### src/rtl/decoder_4to16.sv
// Registered 4-to-16 one-hot decoder with enable, polarity select and valid flag.
// Optional unregistered decode port dcomb enabled by `define DEC4_16_COMB_OUT_EN.
module decoder_4to16 #(
   parameter bit ACTIVE_LOW = 1'b0
) (
   input  logic        clk,
   input  logic        rst,
   input  logic        en,
   input  logic        A3,
   input  logic        A2,
   input  logic        A1,
   input  logic        A0,
`ifdef DEC4_16_COMB_OUT_EN
   output logic [15:0] dcomb,
`endif
   output logic        D0,
   output logic        D1,
   output logic        D2,
   output logic        D3,
   output logic        D4,
   output logic        D5,
   output logic        D6,
   output logic        D7,
   output logic        D8,
   output logic        D9,
   output logic        D10,
   output logic        D11,
   output logic        D12,
   output logic        D13,
   output logic        D14,
   output logic        D15,
   output logic        valid
);

   localparam logic [15:0] IDLE = {16{ACTIVE_LOW}};

   logic [3:0]  w_code;
   logic [15:0] w_hot;
   logic [15:0] w_dec;
   logic [15:0] r_d;
   logic        r_valid;

   assign w_code = {A3, A2, A1, A0};

   // Polarity is folded in before the register so outputs are pure flops.
   always_comb begin
      w_hot = 16'h0000;
      if (en) begin
         w_hot = 16'h0001 << w_code;
      end
   end

   assign w_dec = w_hot ^ IDLE;

   always_ff @(posedge clk) begin
      if (rst) begin
         r_d     <= IDLE;
         r_valid <= 1'b0;
      end else begin
         r_d     <= w_dec;
         r_valid <= en;
      end
   end

`ifdef DEC4_16_COMB_OUT_EN
   assign dcomb = w_dec;
`endif

   assign {D15, D14, D13, D12, D11, D10, D9, D8,
           D7,  D6,  D5,  D4,  D3,  D2,  D1, D0} = r_d;
   assign valid = r_valid;

endmodule

### config.mk
export PLATFORM = sky130hd
export DESIGN_NAME = decoder_4to16
export DESIGN_NICKNAME = d
export VERILOG_FILES = /design/src/rtl/decoder_4to16.sv
export SDC_FILE = /design/constraint.sdc
export NUM_CORES = 1
export LEC_CHECK = 0
export BUFFER_PORTS_ARGS = -buffer_cell sky130_fd_sc_hd__buf_2
export CAP_MARGIN = 20
export CORE_MARGIN = 4
export CORE_UTILIZATION = 36
export DETAILED_ROUTE_END_ITERATION = 16
export PLACE_DENSITY = 0.77
export SLEW_MARGIN = 20
export SYNTH_ARGS = -nofsm -noshare
export SYNTH_HDL_FRONTEND = slang
export SYNTH_SLANG_ARGS = --single-unit
### constraint.sdc
create_clock -name clk -period 0.8 [get_ports clk]
set_input_delay 0.08 -clock clk [delete_from_list [all_inputs] [get_ports clk]]
set_output_delay 0.08 -clock clk [all_outputs]
set_load 0.01 [all_outputs]
# After elaboration in Yosys (flattened, before gate mapping)
# Index checks and enable logic that the tools add are counted.
dict set report word_totals {
  regBits 17
  in_bits 7
  output_inout_bits 17
  elab_cells 5
}
dict set report op_classes {
  shift 1
  bitwise 1
  n_reduce_logical 1
}
# operator count
set ops {}
lappend ops {{$shl 1x4->16 const A} 1}
lappend ops {{$reduce_or 2->1} 1}
lappend ops {{$not 1->1} 1}

# Longest topological paths before layout
# Gate-level depths: netlist (run 1).
dict set report logic_depth {
  ltp_word 2
  ltp_mapped 2
  ltp_nobuf 2
}

# Worst setup path before layout (run 1)
# Ideal clock, no wire load.
dict set report synth_path {
  kind {input-to-reg}
  startpoint {input port rst}
  endpoint {register r_d[0]}
  setup_ns 0.073
  arrival_ns 0.715
  t_required_ns 0.727
  path_slack_ns 0.012
  cell_stages 2
  path_buffers 0
  path_cell_list {or4b_4 nor3_2}
}
dict set report synth_between {
  elab_chain_len 1
}
# element line_no
set synth_rtl {}
lappend synth_rtl {{from (decl)} 7} ;# input logic rst,
lappend synth_rtl {{$reduce_or 2->1 (no line)} -}
lappend synth_rtl {{to (signal assigned)} 60} ;# r_d <= w_dec;
lappend synth_rtl {{to (decl)} 40} ;# logic [15:0] r_d;
# No other way between the ends.
# A chain may end at the register's enable or synchronous reset.

# Worst setup path in the final report (run 1)
dict set report layout_path {
  startpoint {register r_d[11]}
  endpoint {output port D11}
}
# element line_no
set layout_lines {}
lappend layout_lines {{to (decl)} 27} ;# output logic D11,
# No word-level cell between the ends.

==> flow_metrics.py, run 1 <==
metrics = {
    "floorplan": {
        "die_y_um": 44.44,
        "die_w_um": 44.44,
        "rows": 12,
        "io_pins": 24,
        "core_region_area_um2": 1171,
        "initial_utilization_pct": 40.81,
        "dieArea_um2": 1974,
    },
    "setup_path": {
        "path_delay_family": "flip-flops",
        "cp-end-kind": "primary output",
        "arrival_ps": 730,
        "max_stage_delay_ps": 330,
        "worstPathMaxFanout": 1,
        "worstPathCellList": "buf_6",
        "cp_slowest_cell": "dfxtp_2",
        "critPathLaunchType": "register",
        "required_ps": 720,
        "crit_type": "register to primary output",
        "critPathBufInv": 1,
        "startpoint": "r_d[11]",
    },
    "cts": {
        "max-clock-path-buffers": 2,
        "clkTransAtPathRegs_ps": 100,
        "h-tree-depth": 1,
        "cts_sinks": 17,
        "clock-root-buffer": "clkbuf_4",
        "cts_setup_buffers": 0,
        "cts_hold_buf": 0,
        "cts_tree": "built",
        "cts_buffers": 3,
    },
    "synthesis": {
        "seq_area_frac_synth_pct": 71.20,
        "yosys.area.top_type": "dfxtp_1",
        "synth_enable_flop_cells": 0,
        "ys_types": 10,
        "yosys-top-cells-count": "dfxtp_1 (17), nor2_1 (12), nor3_1 (3)",
        "ys_ff_latch": 17,
        "synth_fp_nets": 48,
        "synthFlopType": "dfxtp_1",
        "synth_area_leaders": "dfxtp_1 (71%), nor2_1 (9.4%), nand4bb_1 (4.7%)",
        "synth.most_common_cell": "dfxtp_1",
        "async_flop_share_pct": 0,
        "synth_area_um2": 478.0,
        "syn_area_per_cell_um2": 11.66,
        "ys.warnings.count": 0,
        "synth_top_area_share_pct": 71.20,
        "synthCells": 41,
    },
    "place": {
        "io_buffers": 23,
        "place_congestion": 0.6945,
        "dp_cells": 80,
        "dpl.hpwl_um": 806.9,
        "dp_worst_setup_slack_ps": -132.8,
        "placed_area_um2": 625.6,
    },
    "power": {
        "ir_drop_mv": 0.8460,
        "seq_power_share_pct": 61.6,
        "clkPwrFrac_pct": 32.0,
        "p_sw_share_pct": 22.30,
        "p_leak_uw": 0.0003241,
        "p_comb_share_pct": 6.3,
        "p_per_area_nw_per_um2": 2040,
        "switchingPower_uw": 310.7,
        "intPower_uw": 1083,
    },
    "timing": {
        "setup_viol": 14,
        "finalHoldViolCount": 0,
        "slew_viol_final": 0,
        "post-route-min-period_ps": 812.7,
        "finalWorstSetupSlack_ps": -12.67,
        "worstMarginPinSlew_ps": 221.3,
        "min_period_over_period_pct": 101.6,
        "timing.fmax_ghz": 1.231,
        "rsz0062_at_grt": "yes",
        "slew_headroom_pct": 85.16,
    },
    "drt": {
        "num_vias": 387,
        "routed_wl_um": 994,
        "routedWlPerCell_um": 11.83,
        "topRoutingLayerUsed": "met4",
        "wl_met3_um": 94,
        "drtIter0Drc": 5,
        "vias_per_cell": 4.607,
        "dr_wl_met2_um": 482,
        "drt-met1-wl_um": 384,
        "drc": 0,
        "ant_nets": 0,
        "first_pass_iters": 3,
    },
    "layout": {
        "diodes": 0,
        "areaGrowthSynthToFinish_pct": 42.93,
        "final_area_um2": 683.2,
        "final_layout_size_suffix_gt1_share_pct": 50.00,
        "nets": 78,
        "final_cells": 84,
    },
    "outcome": {
        "status": "complete, but fails checks",
        "violations": "negative setup slack",
    },
    "global_route": {
        "antenna_found_initial": 0,
        "grt_overflow": 0,
        "grt_max_degree": 11,
        "grt_pass1_wl_mm": 1.566,
        "grt_pass1_vias": 357,
        "track_usage_pct": 10.98,
    },
    "min_path": {
        "hp-start": "A1",
        "min_path_type": "primary input to register",
    },
    "job": {
        "max_cap_violations": 0,
    },
}
## power groups by stage
stage	clock [µW]	sequential, µW	combinational [µW]
floorplan	0	884	26.7
global placement	0	878	84.0
detailed placement	0	878	86.3
CTS	450	859	86.9
global route	479	860	97.7
finish	446	859	88.4
## state kept, by name, summed over array words and instances (netlist names)
signal	cells
valid	1
r_d	16
## cell usage in the layout, fill, tap and decap left out, drive strengths merged, types with 2 or more instances in the layout
cell / count
nand4bb: 2
dfxtp: 17
clkbuf: 3
buf: 25
nor3: 4
nor2: 12
nand2b: 2
## worst paths after layout
path                  to  slack [ps]  depth (start not counted)
hold / removal    r_d[0]          40                          2
setup / recovery     D11         -10                          1
## cells by family (layout without fill, tap and decap cells)
group | after synthesis | count (layout) | share of synthesized area, %
buf+inv | 0 | 29 | 0
flops | 17 | 17 | 71.20
simple gates | 24 | 24 | 28.79
## layout make-up
type                            count  area [µm²]
Fill cell                          97       488.0
Sequential cell                    17       345.3
Timing Repair Buffer               25       155.1
Multi-Input combinational cell     24       137.6
Clock buffer                        3       22.52
Tap cell                           14       17.52
Clock inverter                      1       5.005
## through the flow
step                      hold WS, ps  power [µW]  setup TNS [ps]  utilization (%)
after detailed placement        341.4       964.5          -762.2            53.42
after global routing            44.39        1437          -429.1            58.33
after global placement          333.3       961.8          -536.6            53.42
after CTS                       35.16        1395          -148.4            56.41
after floorplan                 148.9       911.2               0                -
final                           37.93        1393          -84.00            58.33
## metal layers
metal  vias up  GRT usage [%]
met1       169          11.19
met5         -              0
met2        19          19.77
met4         0          7.229
met3         5          2.439
li1        194              -
## timing repair
item | in CTS | in global routing
setup endpoints to repair | 14 | 17
resized for setup | 2 | 6
cloned | 0 | 0
(Power assumes the default switching activity.)
==> run 2, diff against run 1 <==
--- a/config.mk
+++ b/config.mk
@@ -7,10 +7,10 @@
 export LEC_CHECK = 0
 export BUFFER_PORTS_ARGS = -buffer_cell sky130_fd_sc_hd__buf_2
 export CAP_MARGIN = 20
-export CORE_MARGIN = 4
-export CORE_UTILIZATION = 36
+export CORE_AREA = 4 4 41 43
 export DETAILED_ROUTE_END_ITERATION = 16
-export PLACE_DENSITY = 0.77
+export DIE_AREA = 0 0 45 47
+export PLACE_DENSITY = 0.74
 export SLEW_MARGIN = 20
 export SYNTH_ARGS = -nofsm -noshare
 export SYNTH_HDL_FRONTEND = slang
==> constraint.sdc (replaced) <==
create_clock -name clk -period 0.9 [get_ports clk]
set_input_delay 0.09 -clock clk [delete_from_list [all_inputs] [get_ports clk]]
set_output_delay 0.09 -clock clk [all_outputs]
set_load 0.01 [all_outputs]
==> run 2 against run 1 <==
- the run now ends clean
- first-iteration DRC count stayed put
- critical path depth unchanged
- combinational power fell by 11%
- critical endpoint is now D12
- hold slack gained 11 ps
- via count is 4.1% lower
- total power decreased by 12%
- setup slack better by 100 ps
- flip-flop and latch count did not move
- non-clock buffer count is 1 higher
- sequential power decreased by 11%
==> flow_metrics.py, run 2 (synthesized netlist as in run 1, its figures left out) <==
metrics = {
    "outcome": {
        "status": "finished, final reports clean",
    },
    "setup_path": {
        "worstPathCellList": "buf_2",
        "path_delay_family": "flip-flops",
        "required_ps": 810,
        "max_stage_delay_ps": 320,
        "cp_slowest_cell": "dfxtp_1",
        "critPathLaunchType": "register",
        "path_depth": 1,
        "critPathBufInv": 1,
        "cp-end-kind": "primary output",
        "crit_type": "register to primary output",
        "arrival_ps": 720,
        "worstPathMaxFanout": 1,
    },
    "timing": {
        "setup_tns_ps": 0,
        "slew_viol_final": 0,
        "min_period_over_period_pct": 90.27,
        "timing.fmax_ghz": 1.231,
        "rsz0062_at_grt": "no",
        "slew_headroom_pct": 84.33,
        "finalWorstSetupSlack_ps": 87.56,
        "post-route-min-period_ps": 812.4,
        "worstMarginPinSlew_ps": 233.8,
        "setup_viol": 0,
        "finalHoldViolCount": 0,
    },
    "layout": {
        "final_layout_size_suffix_gt1_share_pct": 43.66,
        "diodes": 0,
        "regMostFlops": "r_d",
        "areaGrowthSynthToFinish_pct": 38.22,
        "largest_register_ff_count": 16,
        "final_cell_mix": "buf_2 (23), dfxtp_1 (17), nor2_1 (12)",
        "final_common_cell": "buf_2",
        "nets": 79,
    },
    "floorplan": {
        "die_y_um": 47,
        "io_pins": 24,
        "initial_utilization_pct": 36.73,
        "dieArea_um2": 2115,
        "rows": 13,
        "die_w_um": 45,
        "core_region_area_um2": 1301,
    },
    "power": {
        "p_per_area_nw_per_um2": 1853,
        "finalPower_uw": 1224,
        "p_leak_uw": 0.0003217,
        "ir_drop_mv": 1.150,
    },
    "cts": {
        "cts_setup_buffers": 0,
        "cts_hold_buf": 0,
        "clock-root-buffer": "clkbuf_4",
        "cts_buffers": 3,
        "cts_sinks": 17,
        "clkTransAtPathRegs_ps": 90,
        "h-tree-depth": 1,
        "max-clock-path-buffers": 2,
        "cts_tree": "built",
        "cts_resized": 0,
    },
    "drt": {
        "vias_per_cell": 4.314,
        "routedWlPerCell_um": 10.28,
        "num_vias": 371,
        "ant_nets": 0,
        "drc": 0,
        "routed_wl_um": 884,
        "drtIter0Drc": 5,
        "first_pass_iters": 3,
    },
    "job": {
        "max_cap_violations": 0,
    },
    "global_route": {
        "grt_overflow": 0,
        "grt_max_degree": 10,
        "antenna_found_initial": 0,
        "grt_pass1_wl_mm": 1.400,
        "grt_pass1_vias": 330,
        "track_usage_pct": 9.737,
    },
    "place": {
        "io_buffers": 23,
        "dpl.hpwl_um": 687.9,
        "place_congestion": 0.7420,
        "dp_worst_setup_slack_ps": -30.89,
    },
    "min_path": {
        "min_path_type": "primary input to register",
        "whs_path_depth": 2,
    },
}
[run 2: changes by cell type in the layout (fill, tap and decap cells not counted)]
cell      delta
buf_2        +4
buf_6        -4
dfxtp_1      +4
dfxtp_2      -4
buf_4        +1
clkbuf_1     +1
clkinv_2     -1
[run 2: final cells by class]
class | instances | area (µm²)
timing repair buffer | 26 | 137.6
tap | 15 | 18.77
fill | 124 | 640.6
multi-input combinational | 24 | 137.6
clock buffer | 4 | 26.28
sequential | 17 | 340.3
[run 2: metal layers]
| metal | up-vias | global-route usage (%) | share of wire, % |
|---|---|---|---|
| met5 | - | 0 | 0 |
| met3 | 2 | 3.448 | 11 |
| met1 | 156 | 11.94 | 45 |
| met4 | 0 | 7.018 | 1.1 |
| met2 | 17 | 14.12 | 43 |
| li1 | 196 | - | - |
[run 2: worst paths after layout]
| path | start | endpoint | slack, ps |
|---|---|---|---|
| worst max-delay path | r_d[12] | D12 | 90 |
| worst min-delay path | A1 | r_d[0] | 50 |
[run 2: stage by stage]
stage	cells	cell area (µm²)	hold slack [ps]	utilization, %
6_report	86	660.6	48.94	50.77
3_3_place_gp	82	634.4	341.6	48.75
2_1_floorplan	41	478.0	158.9	-
3_5_place_dp	82	634.4	344.2	48.75
5_1_grt	86	660.6	55.66	50.77
4_1_cts	86	660.6	48.81	50.77
[run 2: report_power, final]
group	total, µW	internal, µW	switching, µW
clock	383	172	212
sequential	763	761	1.85
combinational	78.3	36.5	41.7
total	1220	969	255
